===== src/rtl/sram_port_arbiter_pkg.sv =====
// Shared definitions for the SRAM port arbiter.
//   REQ_ID_INST / REQ_ID_DATA : requester identifiers stored in the order FIFO
//   SRAM_REQ_BUS_W            : width of the muxed request bundle
//                               {wr, size, wstrb, addr, wdata} = 1+2+4+32+32
package sram_port_arbiter_pkg;

  typedef logic req_id_t;

  localparam req_id_t REQ_ID_INST = 1'b0;
  localparam req_id_t REQ_ID_DATA = 1'b1;

  localparam int SRAM_REQ_BUS_W = 71;

endpackage


===== src/rtl/sram_port_arbiter_order_fifo.sv =====
// In-order record of which requester owns each outstanding memory transaction.
// 1-bit wide, DEPTH deep (power of two), synchronous active-high reset.
//   clk_i, reset_i : clock, synchronous active-high reset
//   push_i         : record push_id_i at the tail (ignored when full)
//   push_id_i      : requester ID of the accepted transaction
//   pop_i          : retire the head entry (ignored when empty)
//   head_o         : requester ID of the oldest outstanding transaction
//   full_o/empty_o : occupancy flags, derived from the registered count
module sram_order_fifo #(
  parameter int DEPTH = 4
) (
  input  logic clk_i,
  input  logic reset_i,
  input  logic push_i,
  input  logic push_id_i,
  input  logic pop_i,
  output logic head_o,
  output logic full_o,
  output logic empty_o
);

  localparam int PTR_W = $clog2(DEPTH);
  localparam int CNT_W = PTR_W + 1;

  logic [DEPTH-1:0] slot_q;
  logic [PTR_W-1:0] wr_ptr_q, wr_ptr_d;
  logic [PTR_W-1:0] rd_ptr_q, rd_ptr_d;
  logic [CNT_W-1:0] count_q, count_d;
  logic             do_push, do_pop;

  // Flags come from the registered count, so a pop only frees a slot
  // for the following cycle.
  assign full_o  = (count_q == CNT_W'(DEPTH));
  assign empty_o = (count_q == '0);
  assign do_push = push_i & ~full_o;
  assign do_pop  = pop_i & ~empty_o;
  assign head_o  = slot_q[rd_ptr_q];

  // Pointers wrap naturally because DEPTH is a power of two.
  always_comb begin
    wr_ptr_d = wr_ptr_q;
    rd_ptr_d = rd_ptr_q;
    count_d  = count_q;
    if (do_push) wr_ptr_d = wr_ptr_q + PTR_W'(1);
    if (do_pop)  rd_ptr_d = rd_ptr_q + PTR_W'(1);
    case ({do_push, do_pop})
      2'b10:   count_d = count_q + CNT_W'(1);
      2'b01:   count_d = count_q - CNT_W'(1);
      default: count_d = count_q;
    endcase
  end

  always_ff @(posedge clk_i) begin
    if (reset_i) begin
      wr_ptr_q <= '0;
      rd_ptr_q <= '0;
      count_q  <= '0;
    end else begin
      wr_ptr_q <= wr_ptr_d;
      rd_ptr_q <= rd_ptr_d;
      count_q  <= count_d;
    end
  end

  // Storage needs no reset: entries are only read while count_q says valid.
  always_ff @(posedge clk_i) begin
    if (do_push) slot_q[wr_ptr_q] <= push_id_i;
  end

endmodule


===== src/rtl/sram_port_arbiter.sv =====
// Shares one SRAM-like memory port between the fetch requester (inst_sram_*)
// and the load/store requester (data_sram_*).
//   clk, reset            : clock, synchronous active-high reset
//   inst_sram_* / data_sram_* : requester ports (req, wr, size, wstrb, addr,
//                           wdata in; addr_ok, data_ok, rdata out)
//   mem_*                 : downstream port (req, wr, size, wstrb, addr, wdata
//                           out; addr_ok, data_ok, rdata in)
// Handshake semantics: a request is accepted in the cycle where req and
// addr_ok are both high; the requester holds req and all fields stable until
// then. A data_ok cycle returns the oldest accepted transaction; rdata is
// meaningful only in that cycle.
module sram_port_arbiter
  import sram_port_arbiter_pkg::*;
#(
  parameter int OT_DEPTH     = 4,
  parameter int STARVE_LIMIT = 4
) (
  input  logic        clk,
  input  logic        reset,
  input  logic        inst_sram_req,
  input  logic        inst_sram_wr,
  input  logic [1:0]  inst_sram_size,
  input  logic [3:0]  inst_sram_wstrb,
  input  logic [31:0] inst_sram_addr,
  input  logic [31:0] inst_sram_wdata,
  output logic        inst_sram_addr_ok,
  output logic        inst_sram_data_ok,
  output logic [31:0] inst_sram_rdata,
  input  logic        data_sram_req,
  input  logic        data_sram_wr,
  input  logic [1:0]  data_sram_size,
  input  logic [3:0]  data_sram_wstrb,
  input  logic [31:0] data_sram_addr,
  input  logic [31:0] data_sram_wdata,
  output logic        data_sram_addr_ok,
  output logic        data_sram_data_ok,
  output logic [31:0] data_sram_rdata,
  output logic        mem_req,
  output logic        mem_wr,
  output logic [1:0]  mem_size,
  output logic [3:0]  mem_wstrb,
  output logic [31:0] mem_addr,
  output logic [31:0] mem_wdata,
  input  logic        mem_addr_ok,
  input  logic        mem_data_ok,
  input  logic [31:0] mem_rdata
);

  localparam int SC_W = $clog2(STARVE_LIMIT + 1);

  logic [SRAM_REQ_BUS_W-1:0] inst_bus, data_bus, mem_bus;
  req_id_t   grant;
  logic      lock_valid_q, lock_valid_d;
  req_id_t   lock_id_q, lock_id_d;
  logic [SC_W-1:0] starve_q, starve_d;
  logic      fifo_full, fifo_empty;
  req_id_t   fifo_head;
  logic      handshake, ret_valid;

  assign inst_bus = {inst_sram_wr, inst_sram_size, inst_sram_wstrb, inst_sram_addr, inst_sram_wdata};
  assign data_bus = {data_sram_wr, data_sram_size, data_sram_wstrb, data_sram_addr, data_sram_wdata};

  // Grant select. A locked grant pins the downstream request until accepted;
  // otherwise data wins unless inst has been passed over STARVE_LIMIT times.
  always_comb begin
    grant = REQ_ID_DATA;
    if (lock_valid_q)                                      grant = lock_id_q;
    else if (data_sram_req && starve_q < SC_W'(STARVE_LIMIT)) grant = REQ_ID_DATA;
    else if (inst_sram_req)                                grant = REQ_ID_INST;
  end

  assign mem_req   = (inst_sram_req | data_sram_req) & ~fifo_full;
  assign mem_bus   = ~mem_req ? '0 : (grant == REQ_ID_DATA) ? data_bus : inst_bus;
  assign {mem_wr, mem_size, mem_wstrb, mem_addr, mem_wdata} = mem_bus;

  assign handshake         = mem_req & mem_addr_ok;
  assign inst_sram_addr_ok = handshake & (grant == REQ_ID_INST);
  assign data_sram_addr_ok = handshake & (grant == REQ_ID_DATA);

  // A data_ok with nothing outstanding is a protocol error and is dropped.
  assign ret_valid         = mem_data_ok & ~fifo_empty;
  assign inst_sram_data_ok = ret_valid & (fifo_head == REQ_ID_INST);
  assign data_sram_data_ok = ret_valid & (fifo_head == REQ_ID_DATA);
  assign inst_sram_rdata   = mem_rdata;
  assign data_sram_rdata   = mem_rdata;

  // Lock and starvation-guard next state.
  always_comb begin
    lock_valid_d = lock_valid_q;
    lock_id_d    = lock_id_q;
    starve_d     = starve_q;
    if (handshake) begin
      lock_valid_d = 1'b0;
    end else if (mem_req) begin
      lock_valid_d = 1'b1;
      lock_id_d    = grant;
    end
    if (!inst_sram_req) begin
      starve_d = '0;
    end else if (handshake && grant == REQ_ID_INST) begin
      starve_d = '0;
    end else if (handshake && starve_q < SC_W'(STARVE_LIMIT)) begin
      starve_d = starve_q + SC_W'(1);
    end
  end

  always_ff @(posedge clk) begin
    if (reset) begin
      lock_valid_q <= 1'b0;
      lock_id_q    <= REQ_ID_INST;
      starve_q     <= '0;
    end else begin
      lock_valid_q <= lock_valid_d;
      lock_id_q    <= lock_id_d;
      starve_q     <= starve_d;
    end
  end

  sram_order_fifo #(
    .DEPTH (OT_DEPTH)
  ) u_order_fifo (
    .clk_i     (clk),
    .reset_i   (reset),
    .push_i    (handshake),
    .push_id_i (grant),
    .pop_i     (mem_data_ok),
    .head_o    (fifo_head),
    .full_o    (fifo_full),
    .empty_o   (fifo_empty)
  );

endmodule


===== config.mk =====
export PLATFORM = sky130hd
export DESIGN_NAME = sram_port_arbiter
export DESIGN_NICKNAME = d
export VERILOG_FILES = /design/src/rtl/sram_port_arbiter_pkg.sv /design/src/rtl/sram_port_arbiter_order_fifo.sv /design/src/rtl/sram_port_arbiter.sv
export SDC_FILE = /design/constraint.sdc
export NUM_CORES = 1
export LEC_CHECK = 0
export BUFFER_PORTS_ARGS = -buffer_cell sky130_fd_sc_hd__buf_2
export CAP_MARGIN = 20
export CORE_AREA = 8 8 117 119
export DETAILED_ROUTE_END_ITERATION = 8
export DIE_AREA = 0 0 125 127
export GPL_TIMING_DRIVEN = 0
export PLACE_DENSITY_LB_ADDON = 0.15
export SYNTH_ARGS = -nofsm -noshare
export SYNTH_HDL_FRONTEND = slang
export SYNTH_SLANG_ARGS = --single-unit

===== constraint.sdc =====
create_clock -name clk -period 2.8 [get_ports clk]
set_input_delay 0.28 -clock clk [delete_from_list [all_inputs] [get_ports clk]]
set_output_delay 0.28 -clock clk [all_outputs]
set_load 0.05 [all_outputs]

======== Yosys cells after proc, flatten, opt, wreduce, memory -nomap -nowiden ========
Index checks and enable logic that the tools add are counted.
word-level totals
  register bits ........................... 16
  input bits .............................. 180
  output and inout port bits .............. 140
  logic and storage cells ................. 54
operators by class
  add/subtract/negate cells ............... 5
  magnitude comparators ................... 4
  eq/ne operators ......................... 3
  muxes and demuxes ....................... 11
  bitwise logic cells ..................... 15
  reductions and logical operators ........ 9
operators with widths
  kind                   count
  $mux W71               2
  $and A1 B1 Y1          8
  $add A3 B1 Y3 const B  2
  $lt A2 B3 Y1 const B   2
  $not A1 Y1             6
  $pmux W3 S2            1
  $mux W1                5
  $add A2 B1 Y2 const B  2
  $bwmux W4              1
  $logic_and A1 B1 Y1    4
  $eq A3 B3 Y1 const B   1
  $logic_not A3 Y1       1
  $lt A3 B3 Y1 const B   1
  $reduce_or A3 Y1       1
  $sub A3 B1 Y3 const B  1
  $bmux W1 S2            1
  $demux W1 S2           1
  $eq A2 B1 Y1 const B   1
  $eq A2 B2 Y1 const B   1
  $ge A2 B1 Y1 const B   1
  $reduce_and A2 Y1      1
  $reduce_bool A2 Y1     1
  $reduce_or A2 Y1       1
  $or A1 B1 Y1           1

======== Longest topological paths before layout ========
Gate-level depths: netlist of run 1.
  depth after elaboration ................. 7
  depth in mapped cells ................... 9
  gate-level depth less buffers ........... 9

======== Modules after synthesis ========
A second synthesis of run 1 with hierarchy kept.
second synthesis, totals
  cells, all modules ...................... 392
  area total of the unflattened synthesis .. 2763.9 um2
by module, submodules not included
  module             instances  cells an instance  area an instance (um2)  sequential area each (um2)
  sram_port_arbiter  1          337                2193.4                  100.1
  sram_order_fifo    1          55                 570.5                   260.2

======== Worst setup path before layout of run 1 ========
OpenSTA, ideal clock, no wires.
  kind .................................... register to register
  start ................................... reg starve_q[2]
  end ..................................... reg starve_q[0]
  library setup time ...................... 68 ps
  data arrival time ....................... 2041 ps
  required time ........................... 2732 ps
  slack ................................... 691 ps
  stages on the path, launching flop included .. 5
  path buffers ............................ 0
  clock period less this slack ............ 2109 ps
  cell sequence ........................... dfxtp_1 > nor2b_1 > o22ai_2 > nor3_1 > a32o_1
between the ends
  longest elaborated chain between the ends .. 7
  elaborated cells between the ends (all ways) .. 8
  those cells by class .................... order compare: 1; mux: 2; bitwise: 1; reduce/logical: 4
ends and longest elaborated chain
  item                               line                                               source
  start: declaration                 sram_port_arbiter.sv:55                            logic [SC_W-1:0] starve_q, starve_d;
  start signal: assignment           sram_port_arbiter.sv:115                           starve_q <= starve_d;
  $lt A3 B3 Y1 *                     sram_port_arbiter.sv:68, sram_port_arbiter.sv:102
  $logic_and A1 B1 Y1                sram_port_arbiter.sv:68                            else if (data_sram_req && starve_q < SC_W'(STARVE_LIMIT)) grant = REQ_ID_DATA;
  $mux W1                            sram_port_arbiter.sv:68
  $mux W1                            sram_port_arbiter.sv:67                            if (lock_valid_q) grant = lock_id_q;
  $not A1 Y1                         sram_port_arbiter.sv:100                           end else if (handshake && grant == REQ_ID_INST) begin
  $logic_and A1 B1 Y1                sram_port_arbiter.sv:100
  $reduce_or A3 Y1 (no source line)  --
Every way passes the cells marked *; elsewhere a longest branch is shown, timed or not.
A chain may end at the register's enable or synchronous reset.

======== Worst setup path in the final report of run 1 ========
  start ................................... reg starve_q[2]
  end ..................................... out mem_wdata[3]
between the ends
  longest elaborated chain between the ends .. 6
ends and longest elaborated chain
  item                   line                     source
  $lt A3 B3 Y1           sram_port_arbiter.sv:68
  $logic_and A1 B1 Y1    sram_port_arbiter.sv:68
  $mux W1                sram_port_arbiter.sv:68
  $mux W1                sram_port_arbiter.sv:67
  $mux W71 (2 in a row)  sram_port_arbiter.sv:73  assign mem_bus = ~mem_req ? '0 : (grant == REQ_ID_DATA) ? data_bus : inst_bus;
  end: declaration       sram_port_arbiter.sv:43  output logic [31:0] mem_wdata,
Every way passes these cells.

==> impl_metrics.yaml, run 1 <==
place:
  place_area_mm2: 0.00394
  place_congestion: 0.762
  dpl.hpwl_mm: 11.0
  port_buffers: 287
cells_and_area:
  final_area_mm2: 0.00402
  nets: 863
  fin_util: 0.341
  drive_gt1_frac: 0.567
  antenna_cells: 0
  area_delta_synth_final_pct: 73.1
route:
  drcViolationCount: 0
  drt_iter0_drc: 71
  detail_route.wl_per_cell_um: 15.3
  num_vias: 3388
  viasPerCell: 4.12
  first_pass_iters: 4
  antenna_left: 0
  wirelength_mm: 12.6
cts:
  clkSinkCount: 16
  cts_root_buf: "clkbuf_16"
  post_cts_buffers: 0
  cts_made_buffers: 3
  cts-htree-levels: 1
  ctsResizeCount: 0
  cts_hold_buf: 0
  clk_pin_slew_ps: 50
  cts_tree: "done"
  clockBufferDepth: 2
  clock_latency_ps: 240
sta:
  fin_crit_sh: 0.858
  setup_viol: 0
  worst_pin_slew_ps: 557
  hold_viol: 0
  final_max_slew_viol_count: 0
  grt_setup_unrepaired: "no"
  max_freq_mhz: 416
  setup_tns_ps: 0
  slew_headroom: 0.629
  fin_crit_ps: 2400
  clock_skew_ps: 1.41
pwr:
  powerDensity_mw_per_mm2: 759
  worst_ir_drop_vdd_v: 0.000366
  cellLeakagePower_nw: 2.36
worst_hold_path:
  min_path_type: "in -> reg"
setup_path:
  end_kind: "primary output"
  path_class: "reg -> out"
  cp-start-kind: "flop"
  path_cells: "nor2b_1, o22ai_2, buf_2, nand2_1, a21oi_1, buf_2"
  cpMaxStageDelayCell: "o22ai_2"
  critPathMostFrequentCell: "buf_2"
  required_ps: 2520
  critPathArrivalTime_ps: 2120
  worst_path_largest_cell_delay_ps: 440
  critPathMaxFanout: 10
  critPathTopFamily: "compound AO/OA/AOI/OAI gates"
  path_buf_inv: 2
global_routing:
  grt_max_degree: 14
  grt_overflow: 0
  grt_pass1_wl_mm: 19.3
  antenna_found_initial: 0
  track_usage: 0.148
  grt_pass1_vias: 3726
floorplan:
  die_y_um: 127
  coreArea_mm2: 0.0118
  floorplan.initialDensity: 0.197
  die_area_mm2: 0.0159
  io_pins: 320
  die_w_um: 125
  rows: 40
synth:
  synth_top_flop_cell: "dfxtp_1"
  syn_area_mm2: 0.00232
  synthCells: 384
  synth_edf_count: 4
  netlist_top_cells_area: "nand2_1 23%, buf_4 21%, a21oi_1 16%"
  synth.most_common_cell: "nand2_1"
  synthTopCellsByCount: "145 x nand2_1, 75 x a21oi_1, 65 x buf_4"
  syn_area_per_cell_um2: 6.05
  ys_seq_elements: 16
  synth_fp_nets: 571
  yosys_warnings: 0
  synth_top_area_frac: 0.234
  synth_cell_type_count: 33
  yosysSeqAreaShare: 0.155
  synthArstFlopShare: 0
  yosys.area.top_type: "nand2_1"
run_status:
  outcome: "complete, no violations"
flow_run:
  drv_cap: 0
path summary, 6_finish.rpt:
| kind | cells past startpoint | startpoint | end | slack [ps] |
|---|---|---|---|---|
| max | 6 | starve_q[2]$_SDFFE_PP0P_ | mem_wdata[3] | 400 |
| min | 3 | reset | starve_q[2]$_SDFFE_PP0P_ | 390 |
| min reg2reg | 1 | starve_q[1]$_SDFFE_PP0P_ | starve_q[1]$_SDFFE_PP0P_ | 510 |
| max reg2reg | 9 | u_order_fifo.count_q[0]$_SDFFE_PP0P_ | u_order_fifo.count_q[2]$_SDFFE_PP0P_ | 560 |
sequential cells by signal, indices dropped and copies added, names as in the netlist:
name,count
u_order_fifo.slot_q,4
starve_q,3
u_order_fifo.count_q,3
u_order_fifo.rd_ptr_q,2
u_order_fifo.wr_ptr_q,2
lock_id_q,1
lock_valid_q,1
per-layer routing:
layer  GRT usage  wire [um]  vias up
li1            -          -     1753
met1       0.144       4510     1448
met2       0.281       6400      178
met3      0.0695       1500        9
met4      0.0265        136        0
met5           0          0        -
worst min-delay path: cells and delay by family:
| kind | cells | cell delay, ps |
|---|---|---|
| AND/OR/NAND/NOR | 2 | 210 |
| buffers and inverters | 1 | 90 |
power by group:
group	internal [mW]	leakage (nW)	switching, mW	total (mW)
clock network	0.189	0.0385	0.0871	0.276
registers	0.284	0.134	0.0478	0.332
logic	0.624	2.19	1.82	2.44
area by class of cell:
type	count	area, um2
fillers	1317	7790
repair buffers	287	1440
multi-input cells	271	1330
plain buffers	88	602
flip-flops and latches	16	360
well taps	147	184
clock buffers	3	75.1
inverters	9	33.8
clock inverters	1	3.75
placed cells by master (no fill, tap or decap), types with 3 or more instances in the layout:
cell       netlist  final
buf_4           65     65
buf_2           22    309
a21oi_1         75     75
and2_1           5      5
dfxtp_1         12     12
nor2b_1          3      3
clkbuf_16        0      3
nor2_1           8      8
xor2_1           3      3
nor3_1           4      4
ha_1             6      6
nand2_1        145    145
edfxtp_1         4      4
inv_1            8      8
logic make-up (layout without fill, tap and decap cells):
group	Yosys count	count (layout)	share of synthesized area
AO/OA/AOI/OAI	83	83	0.189
XOR/XNOR	5	5	0.0189
adder cells (fa/ha/maj)	7	7	0.0409
buffers and inverters	97	388	0.274
flip-flops	16	16	0.155
multiplexers	2	2	0.0140
AND/OR/NAND/NOR	174	174	0.309
through the flow:
stage | hold WS (ps) | total power, mW | setup slack [ps] | instances
detailed placement | 507 | 2.81 | 532 | 818
floorplan | 467 | 2.19 | 691 | 384
global route | 424 | 3.26 | 225 | 822
CTS | 381 | 3.09 | 349 | 822
global placement | 483 | 2.80 | 565 | 818
finish | 385 | 3.05 | 399 | 822
No activity file was read; power rests on OpenSTA's default activity.
==> run 2, diff against run 1 <==
--- a/config.mk
+++ b/config.mk
@@ -5,11 +5,12 @@
 export SDC_FILE = /design/constraint.sdc
 export NUM_CORES = 1
 export LEC_CHECK = 0
+export ABC_AREA = 1
 export BUFFER_PORTS_ARGS = -buffer_cell sky130_fd_sc_hd__buf_2
 export CAP_MARGIN = 20
-export CORE_AREA = 8 8 117 119
+export CORE_AREA = 8 8 119 121
 export DETAILED_ROUTE_END_ITERATION = 8
-export DIE_AREA = 0 0 125 127
+export DIE_AREA = 0 0 127 129
 export GPL_TIMING_DRIVEN = 0
 export PLACE_DENSITY_LB_ADDON = 0.15
 export SYNTH_ARGS = -nofsm -noshare
==> impl_metrics.yaml, run 2 <==
cells_and_area:
  final_common_cell: "buf_2"
  antenna_cells: 0
  multi_input_area_mm2: 0.00130
  drive_gt1_frac: 0.554
  fin_cells: 856
  nets: 894
  layout_common_cells: "293 x buf_2, 150 x nor2_1, 65 x buf_4"
  largest_register_ffs: 4
  regMostFlops: "u_order_fifo.slot_q"
  area_delta_synth_final_pct: 69.4
  register_area_um2: 360
  n_fill_cell: 1387
  reg.largest.list: "u_order_fifo.slot_q (4), starve_q (3), u_order_fifo.count_q (3)"
cts:
  clk_pin_slew_ps: 50
  cts_hold_buf: 0
  post_cts_buffers: 0
  cts_tree: "done"
  ctsResizeCount: 0
  cts_made_buffers: 3
  clockBufferDepth: 2
  clock_latency_ps: 240
  cts_root_buf: "clkbuf_16"
  clkSinkCount: 16
  cts-htree-levels: 1
synth:
  synth_top_flop_cell: "dfxtp_1"
  syn_area_per_cell_um2: 5.92
  synthArstFlopShare: 0
  synth_fp_nets: 602
  synth_edf_count: 4
  synthTopCellsByCount: "150 x nor2_1, 65 x buf_4, 53 x o21ai_0"
  syn_area_mm2: 0.00245
  yosys_warnings: 0
  synth.most_common_cell: "nor2_1"
  yosysSeqAreaShare: 0.147
  synthCells: 415
  ys_seq_elements: 16
  yosys.area.top_type: "nor2_1"
  synth_cell_type_count: 24
  synth_top_area_frac: 0.229
  netlist_top_cells_area: "nor2_1 23%, buf_4 20%, o21ai_0 11%"
route:
  wirelength_mm: 12.6
  num_vias: 3458
  detail_route.wl_per_cell_um: 14.8
  drt_iter0_drc: 151
  antenna_left: 0
  first_pass_iters: 4
  viasPerCell: 4.04
  drcViolationCount: 0
global_routing:
  grt_pass1_vias: 3339
  antenna_found_initial: 0
  grt_overflow: 0
  track_usage: 0.137
  grt_pass1_wl_mm: 18.1
  grt_max_degree: 14
place:
  place_congestion: 0.855
  dp.cells: 852
  port_buffers: 287
  dpl.hpwl_mm: 11.1
pwr:
  powerDensity_mw_per_mm2: 759
  worst_ir_drop_vdd_v: 0.000380
  cellLeakagePower_nw: 2.42
flow_run:
  drv_cap: 0
worst_hold_path:
  hold_depth: 2
  min_path_type: "in -> reg"
floorplan:
  floorplan.initialDensity: 0.199
  die_w_um: 127
  rows: 41
  coreArea_mm2: 0.0123
  die_y_um: 129
  io_pins: 320
  die_area_mm2: 0.0164
sta:
  setup_viol: 0
  max_freq_mhz: 469
  setup_tns_ps: 0
  slew_headroom: 0.740
  fin_crit_ps: 2130
  clock_skew_ps: 1.32
  grt_setup_unrepaired: "no"
  final_max_slew_viol_count: 0
  worst_pin_slew_ps: 391
  fin_crit_sh: 0.762
  hold_viol: 0
setup_path:
  critPathMaxFanout: 10
  critPathArrivalTime_ps: 1850
  required_ps: 2520
  reg2regPathDepth: 13
  cp-start-kind: "flop"
  end_kind: "primary output"
  path_class: "reg -> out"
run_status:
  outcome: "complete, no violations"
## run 2: cell types whose count changed in the layout (fill, tap and decap cells not counted), sizes merged, moves of 3 or more
cell / before / now
inv: 9 / 26
xor2: 3 / 0
and2: 5 / 0
nor2: 9 / 161
nor3: 5 / 0
o21ai: 3 / 77
nand2: 145 / 23
a21oi: 75 / 10
nor2b: 3 / 0
nand4: 0 / 3
## run 2: final timing paths
kind / start / end / slack [ps]
max: u_order_fifo.count_q[0]$_SDFFE_PP0P_ / mem_addr[7] / 670
min: reset / u_order_fifo.wr_ptr_q[0]$_SDFFE_PP0P_ / 270
max reg2reg: u_order_fifo.count_q[0]$_SDFFE_PP0P_ / u_order_fifo.count_q[2]$_SDFFE_PP0P_ / 790
min reg2reg: starve_q[0]$_SDFFE_PP0P_ / starve_q[0]$_SDFFE_PP0P_ / 490
## run 2: logic make-up after synthesis
| logic type | count (synthesis) | share of synthesized area |
|---|---|---|
| and+or+nand+nor | 191 | 0.310 |
| AOI/OAI and AO/OA | 88 | 0.182 |
| buffers and inverters | 113 | 0.323 |
| DFF | 16 | 0.147 |
| adders and majority gates | 7 | 0.0387 |
## run 2: through the flow
| step | cell area, um2 | power (mW) | hold WS, ps | setup slack, ps | utilization |
|---|---|---|---|---|---|
| after floorplan | 2450 | 2.28 | 349 | 728 | - |
| after global placement | 4080 | 2.90 | 457 | 811 | 0.331 |
| after detailed placement | 4080 | 2.91 | 480 | 795 | 0.331 |
| after CTS | 4160 | 3.19 | 265 | 658 | 0.338 |
| after global routing | 4160 | 3.35 | 279 | 502 | 0.338 |
| final | 4160 | 3.15 | 267 | 667 | 0.338 |
## run 2: worst max-delay path: stages (launching register included)
cell	delay [ps]
dfxtp_1	370
nor2_2	80
a21oi_2	150
buf_4	210
buf_2	220
o21ai_1	90
nor2_1	180
buf_2	310
## run 2: cell type report
cell class,instances,area share
Multi-Input combinational cell,286,0.313
Clock buffer,3,0.0181
Buffer,87,0.165
Sequential cell,16,0.0867
Tap cell,150,0.0451
Timing Repair Buffer,287,0.345
Inverter,26,0.0253
Clock inverter,1,0.000903
## run 2: metal layers
layer,share of wire,track usage,vias to the layer above
li1,-,-,1828
met4,0.0030,0.0105,0
met5,0,0,-
met3,0.073,0.0277,4
met1,0.36,0.140,1495
met2,0.56,0.286,131
## run 2: report_power, final
part	internal [mW]	leakage (nW)	total (mW)	switching [mW]
clock	0.189	0.0385	0.279	0.0893
combinational	0.653	2.25	2.56	1.91
sequential	0.280	0.135	0.311	0.0308
total	1.12	2.42	3.15	2.03
